==> src/rtl/risc_multicycle_param.sv <==
// risc_multicycle_param
//   Multicycle RISC core: control FSM, 8-entry register file (r0 reads 0),
//   ALU and PC logic. DW-bit data, AW-bit word addresses, and a req/ready
//   handshake to a unified external memory that may insert wait states.
// Ports:
//   clk, reset (async, active low)
//   mem_req/mem_we/mem_addr/mem_wdata : memory request, held until ready
//   mem_rdata/mem_ready               : read data and transfer complete
//   halted, illegal, retire           : status, illegal/retire are pulses
//   instr_count                       : retired instruction counter (wraps)
//   dbg_pc                            : current PC
module risc_multicycle_param #(
  parameter int            DW       = 16,
  parameter int            AW       = 6,
  parameter logic [AW-1:0] RESET_PC = '0
) (
  input  logic          clk,
  input  logic          reset,
  output logic          mem_req,
  output logic          mem_we,
  output logic [AW-1:0] mem_addr,
  output logic [DW-1:0] mem_wdata,
  input  logic [DW-1:0] mem_rdata,
  input  logic          mem_ready,
  output logic          halted,
  output logic          illegal,
  output logic          retire,
  output logic [31:0]   instr_count,
  output logic [AW-1:0] dbg_pc
);
  localparam int SHW = $clog2(DW);

  localparam logic [2:0] OP_R    = 3'b000;
  localparam logic [2:0] OP_ADDI = 3'b001;
  localparam logic [2:0] OP_LW   = 3'b010;
  localparam logic [2:0] OP_SW   = 3'b011;
  localparam logic [2:0] OP_BEQ  = 3'b100;
  localparam logic [2:0] OP_JAL  = 3'b101;
  localparam logic [2:0] OP_HALT = 3'b111;

  typedef enum logic [2:0] {
    S_BOOT, S_FETCH, S_DECODE, S_EXEC, S_MEM, S_WB, S_HALTED
  } state_t;

  state_t        state_reg, state_next;
  logic [AW-1:0] pc_reg;
  logic [15:0]   ir_reg;
  logic [DW-1:0] a_reg, b_reg, alu_reg;
  logic [31:0]   count_reg;
  logic [DW-1:0] rf_reg [0:7];

  // Instruction fields
  logic [2:0] op, rd, rs1, rs2;
  logic [3:0] func;
  assign op   = ir_reg[15:13];
  assign rd   = ir_reg[12:10];
  assign rs1  = ir_reg[9:7];
  assign rs2  = ir_reg[6:4];
  assign func = ir_reg[3:0];

  // Sign-extended immediates; the jump offset only ever feeds the PC adder.
  logic [DW-1:0] imm_i, imm_s;
  logic [AW-1:0] off_j;
  assign imm_i = DW'($signed(ir_reg[6:0]));
  assign imm_s = DW'($signed({ir_reg[12:10], ir_reg[3:0]}));
  assign off_j = AW'($signed(ir_reg[9:0]));

  logic is_illegal;
  assign is_illegal = (op == 3'b110) || ((op == OP_R) && func[3]);

  // ALU, evaluated from the operands latched in DECODE
  logic [DW-1:0] alu_res;
  always_comb begin
    alu_res = '0;
    case (op)
      OP_R: begin
        case (func)
          4'd0:    alu_res = a_reg + b_reg;
          4'd1:    alu_res = a_reg - b_reg;
          4'd2:    alu_res = a_reg & b_reg;
          4'd3:    alu_res = a_reg | b_reg;
          4'd4:    alu_res = a_reg ^ b_reg;
          4'd5:    alu_res = a_reg << b_reg[SHW-1:0];
          4'd6:    alu_res = a_reg >> b_reg[SHW-1:0];
          4'd7:    alu_res = ($signed(a_reg) < $signed(b_reg)) ? DW'(1) : '0;
          default: alu_res = '0;
        endcase
      end
      OP_ADDI, OP_LW: alu_res = a_reg + imm_i;
      OP_SW:          alu_res = a_reg + imm_s;
      default:        alu_res = '0;
    endcase
  end

  // Control FSM: state register
  always_ff @(posedge clk or negedge reset) begin
    if (!reset) state_reg <= S_BOOT;
    else        state_reg <= state_next;
  end

  // Control FSM: next state and outputs
  always_comb begin
    state_next = state_reg;
    mem_req    = 1'b0;
    mem_we     = 1'b0;
    mem_addr   = pc_reg;
    retire     = 1'b0;
    illegal    = 1'b0;
    halted     = 1'b0;
    case (state_reg)
      S_BOOT:   state_next = S_FETCH;
      S_FETCH: begin
        mem_req = 1'b1;
        if (mem_ready) state_next = S_DECODE;
      end
      S_DECODE: state_next = S_EXEC;
      S_EXEC: begin
        if (is_illegal) begin
          illegal    = 1'b1;
          retire     = 1'b1;
          state_next = S_FETCH;
        end else begin
          case (op)
            OP_R, OP_ADDI: state_next = S_WB;
            OP_LW, OP_SW:  state_next = S_MEM;
            OP_HALT: begin
              retire     = 1'b1;
              state_next = S_HALTED;
            end
            default: begin // BEQ, JAL
              retire     = 1'b1;
              state_next = S_FETCH;
            end
          endcase
        end
      end
      S_MEM: begin
        mem_req  = 1'b1;
        mem_addr = alu_reg[AW-1:0];
        mem_we   = (op == OP_SW);
        if (mem_ready) begin
          if (op == OP_SW) begin
            retire     = 1'b1;
            state_next = S_FETCH;
          end else begin
            state_next = S_WB;
          end
        end
      end
      S_WB: begin
        retire     = 1'b1;
        state_next = S_FETCH;
      end
      S_HALTED: halted = 1'b1;
      default:  state_next = S_BOOT;
    endcase
  end

  // Register write port: WB writes ALUout (or load data), JAL writes PCn in EXEC.
  logic          wb_en;
  logic [DW-1:0] wb_data;
  assign wb_en   = (state_reg == S_WB) || ((state_reg == S_EXEC) && (op == OP_JAL));
  assign wb_data = (state_reg == S_EXEC) ? DW'(pc_reg) : alu_reg;

  // Entry 0 is never written, so it holds its reset value of zero.
  generate
    for (genvar gi = 0; gi < 8; gi++) begin : g_rf
      always_ff @(posedge clk or negedge reset) begin
        if (!reset)
          rf_reg[gi] <= '0;
        else if (wb_en && (gi != 0) && (rd == 3'(gi)))
          rf_reg[gi] <= wb_data;
      end
    end
  endgenerate

  // Datapath registers
  always_ff @(posedge clk or negedge reset) begin
    if (!reset) begin
      pc_reg    <= RESET_PC;
      ir_reg    <= '0;
      a_reg     <= '0;
      b_reg     <= '0;
      alu_reg   <= '0;
      count_reg <= '0;
    end else begin
      if ((state_reg == S_FETCH) && mem_ready) begin
        ir_reg <= mem_rdata[15:0];
        pc_reg <= pc_reg + AW'(1);
      end
      if (state_reg == S_DECODE) begin
        a_reg <= rf_reg[rs1];
        b_reg <= rf_reg[rs2];
      end
      if (state_reg == S_EXEC) begin
        alu_reg <= alu_res;
        // pc_reg already holds PCn here
        if ((op == OP_BEQ) && (a_reg == b_reg)) pc_reg <= pc_reg + imm_s[AW-1:0];
        if (op == OP_JAL)                       pc_reg <= pc_reg + off_j;
      end
      if ((state_reg == S_MEM) && mem_ready && (op == OP_LW))
        alu_reg <= mem_rdata;
      if (retire)
        count_reg <= count_reg + 32'd1;
    end
  end

  assign mem_wdata   = b_reg;
  assign instr_count = count_reg;
  assign dbg_pc      = pc_reg;

endmodule

==> config.mk <==
export PLATFORM = sky130hd
export DESIGN_NAME = risc_multicycle_param
export DESIGN_NICKNAME = d
export VERILOG_FILES = /design/src/rtl/risc_multicycle_param.sv
export SDC_FILE = /design/constraint.sdc
export NUM_CORES = 1
export LEC_CHECK = 0
export ABC_CLOCK_PERIOD_IN_PS = 9000
export CAP_MARGIN = 40
export CORE_UTILIZATION = 66
export DETAILED_ROUTE_END_ITERATION = 16
export PLACE_DENSITY = 0.87
export SKIP_CTS_REPAIR_TIMING = 1
export SLEW_MARGIN = 20
export SYNTH_ARGS = -nofsm -noshare
export SYNTH_HDL_FRONTEND = slang
export SYNTH_SLANG_ARGS = --single-unit
==> constraint.sdc <==
create_clock -name clk -period 9 [get_ports clk]
set_input_delay 1.8 -clock clk [delete_from_list [all_inputs] [get_ports clk]]
set_output_delay 1.8 -clock clk [all_outputs]
set_load 0.02 [all_outputs]
## After elaboration in Yosys (flattened, before gate mapping)

Cells that the tools add are included.

- Word-level logic and storage cells: 122
- Input port bits: 19
- RAM bits: 0
- Latch bits: 0
- Flip-flop bits (word level): 217
- ROM bits: 0
- Memories: 0
- Output and inout port bits: 65

- Divide/modulo/power cells: 0
- Mux-type cells: 33
- Equality and inequality tests: 30
- Shift operators: 2
- Add/sub/neg operators: 8
- Reduce and logical (&&, ||, !) cells: 26
- Multipliers: 0
- $lt $le $gt $ge: 3
- Bitwise logic cells: 6

Operators with widths:

| cell | number |
|---|---|
| 16-bit one-hot mux with 8 select lines | 1 |
| 16-bit two-way mux | 7 |
| 16-bit binary-select mux with 3-bit select | 2 |
| 16-bit adder | 3 |
| 16-bit one-hot mux with 3 select lines | 1 |
| 3-bit equality test (second input constant) | 11 |
| 32-bit by 1-bit adder with 32-bit output (second input constant) | 1 |
| 6-bit two-way mux | 5 |
| 3-bit by 2-bit equality test with 1-bit output (second input constant) | 6 |
| 3-bit one-hot mux with 6 select lines | 1 |
| 16-bit bitwise AND | 1 |
| 16-bit equality test | 1 |
| 4-bit by 3-bit equality test with 1-bit output (second input constant) | 4 |
| 16-bit less-than comparator | 1 |
| 16-bit bitwise OR | 1 |
| 16-bit by 4-bit << shifter with 16-bit output | 1 |
| 16-bit by 4-bit right shift with 16-bit output | 1 |
| 16-bit subtractor | 1 |
| 16-bit bitwise XOR | 1 |
| 1-bit logical AND | 13 |
| 6-bit adder | 2 |
| 3-bit two-way mux | 4 |
| 1-bit two-way mux | 10 |
| 2-bit OR reduction | 5 |
| other kinds (16) | 24 |

## Depth between registers and ports, before layout

- Word-level depth: 6
- Depth in mapped cells: 13
- Mapped depth without buffers: 12

## Worst setup path after synthesis

Ideal clock, no wire load.

- Kind: input -> output
- From: input port mem_ready
- To: output port retire
- Cell stages on the path: 3
- Buffers on the path: 0
- Data required time: 7,200 ps
- Setup slack: 4,899 ps
- Arrival: 2,301 ps
- Path through: and4b_1 > o21ai_1 > nand2_4

- Cells in the longest elaborated chain, start to end: 2

RTL lines:

| what | RTL line | RTL |
|---|---|---|
| start, declared | 24 | `input logic mem_ready,` |
| 1-bit two-way mux | 141 | `if (mem_ready) begin` |
| 1-bit one-hot mux with 3 select lines | 110 | `case (state_reg)` |
| end, declared | 27 | `output logic retire,` |

Every way passes these cells.

## Worst setup path after layout

Ends and elaborated chain as after synthesis.

==> run_results.csv <==
group,metric,value,unit
clocking,root_buffer,"clkbuf_16",
timing,worstMarginPinSlew,823,ps
synthesis,yosys_warnings,16,
critical_path,r2r_end,"alu_reg[9]",
synthesis,synth_edf_count,0,
die,core_area,22100,sq um
clocking,numCtsBuffers,23,
synthesis,synth_area_leaders,"dfrtp_1 36%, o21ai_0 7.0%, ha_1 6.6%",
grt,grt_util_all_layers,0.429,
pwr,p_sw_frac,0.475,
synthesis,synth_largest_area_cell,"dfrtp_1",
timing,skew,14.5,ps
route,vias_per_cell,6.97,
critical_path,arrival,3490,ps
route,wl_met1,19100,um
layout,final_nets,1845,
route,wirelength,49900,um
synthesis,synth_flop_cell,"dfrtp_1",
grt,grt_overflow_total,0,
pwr,p_clk_frac,0.167,
route,dr.pass1.iters,6,
layout,final_cells,2041,
grt,grt_pass1_wl,78000,um
layout,final_cell_mix,"239 x nand2_1, 215 x dfrtp_1, 210 x o21ai_0",
route,wl_met3,5060,um
timing,rsz0062_at_grt,"false",
layout,final_util,0.771,
die,rows,54,
timing,drv_slew,0,
clocking,clkTransAtPathRegs,60,ps
flow_run,drv_cap,0,
timing,timing.slew.headroom,0.436,
clocking,cts_sinks,217,
layout,layout-drive-gt1-share,0.105,
critical_path,worstPathRequired,7200,ps
pwr,ir_drop,0.239,mV
die,die_height,153,um
pwr,intPower,0.00331,W
critical_path,regToRegSetupSlack,4820,ps
pwr,seq_power_share,0.277,
layout,area_growth,13.2,%
hold_path,whs_endpoint,"instr_count[12]",
route,first_iter_violations,1614,
route,ant_nets,0,
route,wl_met2,23300,um
grt,grt_max_degree,140,
critical_path,worstSetupEndpointType,"primary output",
synthesis,syn_nets,1810,
hold_path,whs_path_depth,1,
route,highest_layer,"met4",
die,die_w,153,um
hold_path,hp-start,"instr_count[12]",
critical_path,crit_type,"in2out",
route,route.vias.total,14200,
clocking,clkLatencyLatePin,530,ps
synthesis,netlist_area,15100,sq um
timing,timing.hold.ws,484,ps
synthesis,yosysTopAreaCellShare,0.361,
placed_design,gp_congestion,1.06,
route,route.detailed.drc,0,
grt,antenna_found_initial,2,
synthesis,synth_cell_types,79,
timing,min_period,5290,ps
layout,largest_register_ffs,112,
pwr,power_switching,0.00299,W
timing,max_freq,189,MHz
die,dieArea,23400,sq um
synthesis,ys_ff_latch,217,
pwr,cellPowerDensity,369,nW/um^2
critical_path,r2r-start,"mem_wdata[2]",
die,start_util,0.681,
clocking,cts_tree,"yes",
synthesis,syn_inst,1708,
timing,finalHoldViolCount,0,
critical_path,crit_fanout,6,
synthesis,yosysSeqAreaShare,0.361,
synthesis,ys_async_sr_fraction,1.00,
clocking,clock_path_buffers,3,
placed_design,dp_hpwl,34300,um
critical_path,worstSetupStartpointType,"input pin",
timing,finalSetupViolCount,0,
placed_design,dp_cells,1991,
grt,grt_pass1_vias,13900,
timing,period_share,0.588,
outcome,status,"finished clean",
route,routedWlPerCell,24.4,um
hold_path,hp-class,"reg2reg",
pwr,leakage,7.11,nW
timing,fin_setup_tns,0,ps
placed_design,io_buffers,83,
layout,layout_commonest_cell,"nand2_1",
critical_path,r2r_cells,11,
die,io_pins,84,
synthesis,avgSynthCellArea,8.81,sq um
clocking,htreeDepth,1,
pwr,comb_power_share,0.556,
==> how the worst max path moves through the flow <==
stage | from | to | cells after the start
6_report | mem_ready | retire | 5
3_3_place_gp | mem_ready | retire | 5
4_1_cts | mem_ready | retire | 5
2_1_floorplan | mem_ready | retire | 3
3_5_place_dp | mem_ready | retire | 5
5_1_grt | mem_ready | retire | 5
==> per-stage QoR <==
stage                     instance area [sq um]  total power, W  worst slack [ps]
after floorplan                           15100         0.00395              4900
after global placement                    16000         0.00491              3780
after detailed placement                  16100         0.00505              3740
after CTS                                 17000         0.00615              3730
after global routing                      17000         0.00661              3660
final                                     17000         0.00630              3710
==> layer usage <==
metal	vias to the layer above	GRT usage
met5	-	0
met4	0	0.199
met3	183	0.0805
met2	954	0.695
met1	6858	0.563
li1	6236	-
==> logic make-up (layout without fill, tap and decap cells) <==
family / count (synthesis) / after routing / share of synthesized area
other: 0 / 1 / 0
muxes: 137 / 137 / 0.125
and+or+nand+nor: 516 / 516 / 0.155
xor gates and xnor gates: 59 / 59 / 0.0352
adders and majority gates: 83 / 83 / 0.0710
DFF: 217 / 217 / 0.361
AOI/OAI and AO/OA: 517 / 517 / 0.207
buffers and inverters: 179 / 231 / 0.0466
==> cell usage after synthesis, drive strengths merged (5+ instances only) <==
library cell and count:
o21bai 6, o21a 5, nor4 8, a21oi 120, mux2 49, nor3 37, nor2 117, nor2b 15
or3 16, mux2i 53, a31oi 8, a221oi 7, o21ai 214, clkbuf 91, o2111ai 5, and3 7
nand2b 8, a211oi 36, inv 61, o22ai 11, a21o 7, dfrtp 217, a2bb2oi 5, nand3b 6
xor2 19, mux4 35, o311ai 5, nand3 26, o211ai 13, xnor2 39, buf 26, nor3b 5
ha 79, nand2 240, nand4 13, o31ai 9, a22oi 31
==> critical path, stage by stage <==
cell and delay, ps:
clkdlybuf4s50_1 490, and4b_1 220, o21ai_1 310, nand2_4 120, clkdlybuf4s50_1 550
==> power by group through the flow <==
stage          logic (W)  clock network [W]  registers [W]
6_report         0.00350            0.00105        0.00174
5_1_grt          0.00375            0.00109        0.00176
4_1_cts          0.00338            0.00106        0.00171
3_5_place_dp     0.00333                  0        0.00172
3_3_place_gp     0.00321                  0        0.00170
2_1_floorplan    0.00235                  0        0.00159
==> final cells by class <==
class / instances / area (sq um)
diodes: 1 / 2.50
clock buffers: 29 / 638
clock inverters: 13 / 210
fillers: 1500 / 5050
inverters: 62 / 233
multi-input cells: 1312 / 8930
flip-flops and latches: 217 / 5430
well taps: 280 / 350
repair buffers: 127 / 1240
Note: power is estimated with default switching activity, not from simulation.
